===== src/rtl/axil_pkg.sv =====
// Shared definitions for the AXI4-Lite load/store master: response codes,
// access size encodings, controller state enum and the alignment rule.
package axil_pkg;

  localparam logic [1:0] RESP_OKAY   = 2'b00;
  localparam logic [1:0] RESP_SLVERR = 2'b10;
  localparam logic [1:0] RESP_DECERR = 2'b11;

  localparam logic [1:0] SIZE_BYTE = 2'd0;
  localparam logic [1:0] SIZE_HALF = 2'd1;
  localparam logic [1:0] SIZE_WORD = 2'd2;

  typedef enum logic [2:0] {
    IDLE = 3'd0,
    AR   = 3'd1,
    R    = 3'd2,
    AWW  = 3'd3,
    B    = 3'd4,
    RSP  = 3'd5
  } lsu_state_t;

  // Size 3 has no legal encoding, so it is rejected like a misaligned access.
  function automatic logic misaligned(input logic [1:0] size, input logic [1:0] offset);
    logic bad;
    case (size)
      SIZE_BYTE: bad = 1'b0;
      SIZE_HALF: bad = offset[0];
      SIZE_WORD: bad = (offset != 2'b00);
      default:   bad = 1'b1;
    endcase
    return bad;
  endfunction

endpackage


===== src/rtl/axil_lsu_align.sv =====
// Byte-lane steering for the load/store master: store data replication with
// matching strobes, and load data extraction with sign/zero extension.
module axil_lsu_align
  import axil_pkg::*;
(
  input  logic [1:0]  size,
  input  logic        load_signed,
  input  logic [1:0]  offset,
  input  logic [31:0] store_data,
  input  logic [31:0] bus_rdata,
  output logic [31:0] bus_wdata,
  output logic [3:0]  bus_wstrb,
  output logic [31:0] load_data
);

  logic [31:0] shifted;

  always_comb begin
    shifted   = bus_rdata >> {offset, 3'b000};
    bus_wdata = store_data;
    bus_wstrb = 4'b1111;
    load_data = shifted;
    case (size)
      SIZE_BYTE: begin
        bus_wdata = {4{store_data[7:0]}};
        bus_wstrb = 4'b0001 << offset;
        load_data = {{24{load_signed & shifted[7]}}, shifted[7:0]};
      end
      SIZE_HALF: begin
        bus_wdata = {2{store_data[15:0]}};
        bus_wstrb = 4'b0011 << offset;
        load_data = {{16{load_signed & shifted[15]}}, shifted[15:0]};
      end
      default: ;
    endcase
  end

endmodule


===== src/rtl/axil_lsu_master.sv =====
// Single-outstanding AXI4-Lite master that turns core load/store requests
// into AR/R or AW/W/B transactions and returns one response per request.
//
//   state | meaning
//   IDLE  | ready for a core request
//   AR    | read address presented, waiting for arready
//   R     | rready high, waiting for read data
//   AWW   | write address and data presented, each dropped after its handshake
//   B     | bready high, waiting for write response
//   RSP   | response held to the core until rsp_ready
module axil_lsu_master
  import axil_pkg::*;
#(
  parameter int ADDR_W = 32,
  parameter int DATA_W = 32
) (
  input  logic              clk,
  input  logic              rst,

  input  logic              req_valid,
  output logic              req_ready,
  input  logic              req_wen,
  input  logic [ADDR_W-1:0] req_addr,
  input  logic [DATA_W-1:0] req_wdata,
  input  logic [1:0]        req_size,
  input  logic              req_signed,

  output logic              rsp_valid,
  input  logic              rsp_ready,
  output logic [DATA_W-1:0] rsp_rdata,
  output logic              rsp_err,

  output logic [ADDR_W-1:0] araddr,
  output logic              arvalid,
  input  logic              arready,
  input  logic [DATA_W-1:0] rdata,
  input  logic [1:0]        rresp,
  input  logic              rvalid,
  output logic              rready,

  output logic [ADDR_W-1:0] awaddr,
  output logic              awvalid,
  input  logic              awready,
  output logic [DATA_W-1:0] wdata,
  output logic [3:0]        wstrb,
  output logic              wvalid,
  input  logic              wready,
  input  logic [1:0]        bresp,
  input  logic              bvalid,
  output logic              bready
);

  lsu_state_t        state_q, state_d;
  logic              wen_q;
  logic [ADDR_W-1:0] addr_q;
  logic [DATA_W-1:0] wdata_q;
  logic [1:0]        size_q;
  logic              signed_q;
  logic              aw_done, w_done;
  logic [DATA_W-1:0] rsp_rdata_q;
  logic              rsp_err_q;
  logic [31:0]       load_data;
  logic              req_fire;
  logic              rsp_capture;

  axil_lsu_align u_align (
    .size        (size_q),
    .load_signed (signed_q),
    .offset      (addr_q[1:0]),
    .store_data  (wdata_q),
    .bus_rdata   (rdata),
    .bus_wdata   (wdata),
    .bus_wstrb   (wstrb),
    .load_data   (load_data)
  );

  assign req_fire    = req_valid && (state_q == IDLE);
  assign rsp_capture = ((state_q == R) && rvalid) || ((state_q == B) && bvalid);

  always_ff @(posedge clk or posedge rst) begin
    if (rst) begin
      state_q     <= IDLE;
      wen_q       <= 1'b0;
      addr_q      <= '0;
      wdata_q     <= '0;
      size_q      <= SIZE_BYTE;
      signed_q    <= 1'b0;
      aw_done     <= 1'b0;
      w_done      <= 1'b0;
      rsp_rdata_q <= '0;
      rsp_err_q   <= 1'b0;
    end else begin
      state_q <= state_d;
      if (req_fire) begin
        wen_q       <= req_wen;
        addr_q      <= req_addr;
        wdata_q     <= req_wdata;
        size_q      <= req_size;
        signed_q    <= req_signed;
        aw_done     <= 1'b0;
        w_done      <= 1'b0;
        rsp_rdata_q <= '0;
        rsp_err_q   <= misaligned(req_size, req_addr[1:0]);
      end
      if (state_q == AWW) begin
        if (awready) aw_done <= 1'b1;
        if (wready)  w_done  <= 1'b1;
      end
      // A store always returns zero data; only the response code matters.
      if (rsp_capture) begin
        rsp_rdata_q <= wen_q ? '0 : load_data;
        rsp_err_q   <= (wen_q ? bresp : rresp) != RESP_OKAY;
      end
    end
  end

  always_comb begin
    state_d   = state_q;
    req_ready = 1'b0;
    arvalid   = 1'b0;
    rready    = 1'b0;
    awvalid   = 1'b0;
    wvalid    = 1'b0;
    bready    = 1'b0;
    rsp_valid = 1'b0;
    case (state_q)
      IDLE: begin
        req_ready = 1'b1;
        if (req_valid) begin
          if (misaligned(req_size, req_addr[1:0])) state_d = RSP;
          else if (req_wen)                        state_d = AWW;
          else                                     state_d = AR;
        end
      end
      AR: begin
        arvalid = 1'b1;
        if (arready) state_d = R;
      end
      R: begin
        rready = 1'b1;
        if (rvalid) state_d = RSP;
      end
      AWW: begin
        awvalid = !aw_done;
        wvalid  = !w_done;
        if ((aw_done || awready) && (w_done || wready)) state_d = B;
      end
      B: begin
        bready = 1'b1;
        if (bvalid) state_d = RSP;
      end
      RSP: begin
        rsp_valid = 1'b1;
        if (rsp_ready) state_d = IDLE;
      end
      default: state_d = IDLE;
    endcase
  end

  assign araddr    = addr_q;
  assign awaddr    = addr_q;
  assign rsp_rdata = rsp_rdata_q;
  assign rsp_err   = rsp_err_q;

endmodule

===== config.mk =====
export PLATFORM = sky130hd
export DESIGN_NAME = axil_lsu_master
export DESIGN_NICKNAME = d
export VERILOG_FILES = /design/src/rtl/axil_pkg.sv /design/src/rtl/axil_lsu_align.sv /design/src/rtl/axil_lsu_master.sv
export SDC_FILE = /design/constraint.sdc
export NUM_CORES = 1
export LEC_CHECK = 0
export BUFFER_PORTS_ARGS = -buffer_cell sky130_fd_sc_hd__buf_4
export CAP_MARGIN = 0
export CORE_UTILIZATION = 45
export CTS_CLUSTER_SIZE = 40
export DETAILED_ROUTE_END_ITERATION = 10
export PLACE_DENSITY = 0.76
export SLEW_MARGIN = 25
export SYNTH_ARGS = -nofsm -noshare
export SYNTH_HDL_FRONTEND = slang
export SYNTH_HIERARCHICAL = 1
export SYNTH_SLANG_ARGS = --single-unit

===== constraint.sdc =====
create_clock -name clk -period 8.95 [get_ports clk]
set_input_delay 0.895 -clock clk [delete_from_list [all_inputs] [get_ports clk]]
set_output_delay 0.895 -clock clk [all_outputs]
set_load 0.005 [all_outputs]

==> impl_metrics.yaml, run 1 <==
yosys:
  synth_fa_ha_area_frac: 0
  synth-compound-area-share: 0.1320
  synth_fp_nets: 741
  synthArstFlopShare: 1.000
  synth_area_um2: 5704
  synthXorXnorAreaFrac: 0
  synthSimpleGateAreaFrac: 0.2075
  ys_seq_area_frac: 0.4650
  yosysWarningCount: 6
  ys_ff_latch: 106
  synth_top_family_by_area: "simple AND/OR/NAND/NOR gates"
  yosys_most_used_dff: "dfrtp_1"
  syn_avg_cell_area_um2: 9.083
  synth_edf_count: 0
  synth_cell_types: 43
  synthMuxAreaShare: 0.09673
  syn_inst: 628
final_layout:
  layout-drive-gt1-share: 0.3949
  nNetsFinal: 926
  diodes: 0
  syn_to_final_growth_pct: 33.41
  final_cell_mix: "260 x buf_4, 237 x nand2_1, 105 x dfrtp_1"
  fillers: 1077
  design_area_um2: 7610
  final_core_util: 0.6257
  final_common_cell: "buf_4"
place:
  place_congestion: 0.9151
  hpwl_mm: 11.61
  portBuffers: 252
  place_area_um2: 7325
global_route:
  antenna_found_initial: 0
  grt_remaining_overflow: 0
  grt_pass1_vias: 4950
  track_usage: 0.2443
  grt_max_degree: 71
  grt_pass1_wl_mm: 25.01
clock_tree:
  clk_pin_slew_ns: 0.08
  cts_tree: "built"
  cts_buffers: 9
  cts_hold_buf: 0
  cts-root-buf: "clkbuf_16"
  cts_buffer_depth: 2
  clock-sinks: 106
  cts_setup_buffers: 0
  clk_latency_ns: 0.34
  ctsResizeCount: 0
  cts_htree_levels: 3
critical_path:
  cp_top_family: "simple AND/OR/NAND/NOR gates"
  critPathKind: "flop to output port"
  path_common_cell: "buf_4"
  start_kind: "flop"
  path_cells: "nor2_1 > buf_4 > mux2_2 > buf_4"
  worst_path_max_delay_cell: "nor2_1"
  r2r_start: "state_q[1]"
  rrSetupSlack_ns: 6.23
  cp.arrival_ns: 2.39
  ff2ff_path_depth: 6
  path_buf_inv: 2
  crit_fanout: 16
  cp-end-kind: "output port"
  r2r_end: "rsp_rdata[9]"
  crit_required_ns: 8.06
  max_stage_delay_ns: 0.64
timing:
  hold_viol: 0
  max_freq_ghz: 0.3042
  maxSlewHeadroom: 0.4125
  rsz0062_at_grt: "no"
  worst_clock_skew_ns: 0.007548
  min_period_ns: 3.288
  timing.hold.ws_ns: 0.4757
  tightest_slew_ns: 0.8812
  setup_viol: 0
  period_share: 0.3673
  drv_slew: 0
  tns_ns: 0
detailed_routing:
  antenna_left: 0
  met1Wirelength_mm: 6.773
  vias_per_cell: 5.154
  dr_wl_met3_mm: 1.007
  wl_met2_mm: 7.749
  wire_per_inst_um: 15.97
  drt_iter0_markers: 274
  routed_wl_mm: 15.74
  drc: 0
  num_vias: 5082
  dr.pass1.iters: 4
  topRoutingLayerUsed: "met4"
min_path:
  hold_end: "wdata_q[23]"
  holdPathStages: 2
  min_path_type: "flop to flop"
  min-delay-start: "wdata_q[23]"
die:
  start_util: 0.4690
  die_x_um: 114.6
  fp.dieH_um: 114.6
  io_pins: 253
  core_um2: 12160
  dieArea_um2: 13130
  std_cell_rows: 40
power:
  power.share.sequential: 0.344
  switching_share: 0.3905
  switching_power_uw: 1045
  leakage_uw: 0.003986
  p_int_uw: 1631
  ir_worst_vdd_uv: 156.2
  powerDensity_nw_per_um2: 351.6
  clock_power_share: 0.143
  comb_power_share: 0.513
  power_uw: 2676
job:
  drv_cap: 0
status:
  outcome: "finished, final reports clean"
## per-stage QoR
stage / setup slack [ns] / cells
3_3_place_gp: 5.985 / 970
6_report: 5.662 / 986
3_5_place_dp: 5.944 / 970
4_1_cts: 5.665 / 986
2_1_floorplan: 5.266 / 628
5_1_grt: 5.527 / 986
## layout make-up
class	instances	area, µm²	share of cell area
repair buffers	260	1952	0.2565
well taps	168	210.2	0.02762
multi-input cells	433	2495	0.3279
clock inverters	7	60.06	0.007892
inverters	3	13.76	0.001809
clock buffers	9	225.2	0.02960
flip-flops and latches	106	2654	0.3487
## worst max path at each step
stage / from / to / slack [ns] / cells after the start
4_1_cts: size_q[0] / wdata[13] / 5.66 / 4
3_3_place_gp: req_valid / rsp_rdata[4] / 5.99 / 7
3_5_place_dp: req_valid / rsp_rdata[9] / 5.94 / 7
6_report: size_q[0] / wdata[13] / 5.66 / 4
5_1_grt: size_q[0] / wdata[9] / 5.53 / 4
2_1_floorplan: rst / araddr[0] / 5.27 / 1
## Yosys cell counts, types with 2 or more instances
| cell | count | area [µm²] |
|---|---|---|
| clkbuf_1 | 10 | 37.54 |
| dfrtp_1 | 106 | 2653 |
| nor2b_1 | 5 | 31.28 |
| nand3_1 | 2 | 10.01 |
| o21ai_0 | 20 | 100.1 |
| buf_4 | 44 | 330.3 |
| buf_6 | 4 | 45.04 |
| nor2_1 | 9 | 33.78 |
| a21oi_1 | 17 | 85.08 |
| a32o_1 | 2 | 20.02 |
| mux2_4 | 2 | 30.03 |
| o21bai_1 | 2 | 15.01 |
| nor3b_1 | 3 | 22.52 |
| buf_2 | 26 | 130.1 |
| a22o_1 | 32 | 280.3 |
| o21a_1 | 2 | 15.01 |
| nand3b_1 | 6 | 45.04 |
| mux2_2 | 25 | 281.5 |
| and2_1 | 2 | 12.51 |
| o211ai_1 | 16 | 120.1 |
| or2_2 | 7 | 43.79 |
| nor3_1 | 3 | 15.01 |
| nand2b_1 | 2 | 12.51 |
| mux2i_1 | 24 | 240.2 |
| nand2_1 | 237 | 889.6 |
| inv_1 | 3 | 11.26 |
## registers in the layout, summed over array words and instances, names as in the netlist
name and count:
wen_q 1, araddr 32, wdata_q 32, w_done 1, aw_done 1, signed_q 1
size_q 2, rsp_rdata 32, state_q 3, rsp_err 1
## worst reg2reg max path: stages, from the launching register on
cell and delay, ns:
dfrtp_1 0.55, nand2b_4 0.24, nor3_4 0.65, buf_4 0.56, nor2_2 0.08, buf_4 0.25, a22o_1 0.29
## power groups by stage
stage	combinational [µW]	clock (µW)	sequential (µW)
4_1_cts	1380	390	921
5_1_grt	1510	411	956
2_1_floorplan	903	0	837
3_3_place_gp	1350	0	916
6_report	1370	383	920
3_5_place_dp	1380	0	928
## kinds of logic (layout without fill, tap and decap cells)
group                  Yosys count  after routing
multiplexers                    51             51
flip-flops                     106            106
AND/OR/NAND/NOR                282            282
buffers and inverters           89            279
AO/OA/AOI/OAI                  100            100
## per-layer routing
| metal | global-route usage | up-vias |
|---|---|---|
| met5 | 0 | - |
| met1 | 0.3185 | 2446 |
| li1 | - | 2431 |
| met4 | 0.08312 | 0 |
| met2 | 0.4117 | 187 |
| met3 | 0.04182 | 18 |
Note: power is estimated with default switching activity, not from simulation.
==> run 2, diff against run 1 <==
==> constraint.sdc (replaced) <==
create_clock -name clk -period 3.41 [get_ports clk]
set_input_delay 0.341 -clock clk [delete_from_list [all_inputs] [get_ports clk]]
set_output_delay 0.341 -clock clk [all_outputs]
set_load 0.005 [all_outputs]
==> impl_metrics.yaml, run 2 (synthesis results as in run 1) <==
final_layout:
  layout-drive-gt1-share: 0.3949
  diodes: 0
  nNetsFinal: 926
  final_cell_mix: "259 x buf_4, 237 x nand2_1, 104 x dfrtp_1"
  fillers: 1080
  syn_to_final_growth_pct: 34.50
  final_common_cell: "buf_4"
timing:
  hold_viol: 0
  tns_ns: 0
  tightest_slew_ns: 0.8482
  worst_clock_skew_ns: 0.004241
  max_freq_ghz: 0.4292
  rsz0062_at_grt: "no"
  drv_slew: 0
  maxSlewHeadroom: 0.4345
  period_share: 0.6833
  min_period_ns: 2.330
  setup_viol: 0
detailed_routing:
  drt_iter0_markers: 285
  drc: 0
  dr.pass1.iters: 4
  wire_per_inst_um: 16.20
  routed_wl_mm: 15.98
  num_vias: 5075
  vias_per_cell: 5.147
  antenna_left: 0
clock_tree:
  cts_buffers: 9
  cts_setup_buffers: 0
  clk_pin_slew_ns: 0.07
  cts-root-buf: "clkbuf_16"
  cts_hold_buf: 0
  cts_htree_levels: 3
  clock-sinks: 106
  cts_tree: "built"
  clk_latency_ns: 0.34
  cts_buffer_depth: 2
  ctsResizeCount: 0
critical_path:
  rrSetupSlack_ns: 1.12
  critPathKind: "flop to output port"
  ff2ff_path_depth: 4
  cp-end-kind: "output port"
  r2r_start: "araddr[0]"
  start_kind: "flop"
  crit_fanout: 36
  crit_required_ns: 3.07
  cp.arrival_ns: 1.99
  r2r_end: "rsp_rdata[21]"
die:
  die_x_um: 114.6
  start_util: 0.4690
  io_pins: 253
  core_um2: 12160
  fp.dieH_um: 114.6
  dieArea_um2: 13130
  std_cell_rows: 40
power:
  leakage_uw: 0.004013
  ir_worst_vdd_uv: 430.0
  powerDensity_nw_per_um2: 937.1
  power_uw: 7190
global_route:
  grt_max_degree: 68
  antenna_found_initial: 0
  grt_pass1_wl_mm: 25.09
  grt_remaining_overflow: 0
  track_usage: 0.2461
  grt_pass1_vias: 4890
status:
  outcome: "finished, final reports clean"
place:
  hpwl_mm: 11.77
  portBuffers: 252
  place_congestion: 0.9039
job:
  drv_cap: 0
min_path:
  min_path_type: "primary input to asynchronous set/reset pin"
run 2: changes by cell type in the layout (fill, tap and decap cells not counted), sizes merged:
| cell | previous run | this run |
|---|---|---|
| inv | 7 | 3 |
| bufinv | 0 | 3 |
| clkbuf | 9 | 10 |
run 2: power breakdown:
| part | switching (µW) | internal [µW] |
|---|---|---|
| registers | 646 | 1820 |
| clock network | 453 | 714 |
| logic | 1610 | 1950 |
| total | 2710 | 4480 |
run 2: per-layer routing:
metal / wire [µm] / part of all wire / vias up / global-route usage
met5: 0 / 0 / - / 0
met4: 216 / 0.014 / 0 / 0.07706
met3: 1218 / 0.076 / 16 / 0.05400
met2: 7923 / 0.50 / 193 / 0.4178
met1: 6618 / 0.41 / 2434 / 0.3131
li1: - / - / 2432 / -
run 2: worst max-delay path by stage:
| stage | cells after the start | startpoint | endpoint |
|---|---|---|---|
| CTS | 4 | araddr[1] | wstrb[2] |
| global route | 4 | araddr[0] | wstrb[2] |
| finish | 4 | araddr[0] | wstrb[2] |
| floorplan | 1 | rst | araddr[0] |
| detailed placement | 5 | state_q[1] | size_q[0] |
| global placement | 5 | state_q[1] | size_q[0] |
run 2: area by class of cell:
type	count	area, µm²	share of cell area
Multi-Input combinational cell	433	2495	0.3252
Timing Repair Buffer	260	1964	0.2560
Inverter	3	13.76	0.001794
Clock buffer	10	229.0	0.02984
Sequential cell	106	2655	0.3461
Tap cell	168	210.2	0.02740
Clock inverter	6	105.1	0.01370
run 2: per-stage QoR:
step,instance area (µm²),worst slack [ns],util,hold slack [ns],instances
final,7672,1.080,0.6309,0.1625,986
after floorplan,5704,0.2801,-,0.4401,628
after global routing,7672,0.9452,0.6309,0.1853,986
after global placement,7337,1.224,0.6033,0.4525,970
after detailed placement,7337,1.145,0.6033,0.4634,970
after CTS,7671,0.9825,0.6308,0.1731,986
run 2: worst max-delay path: stages, from the launching register on:
cell     delay, ns
dfrtp_2       0.88
and2b_1       0.36
nor2_1        0.11
o21ai_0       0.11
buf_4         0.18
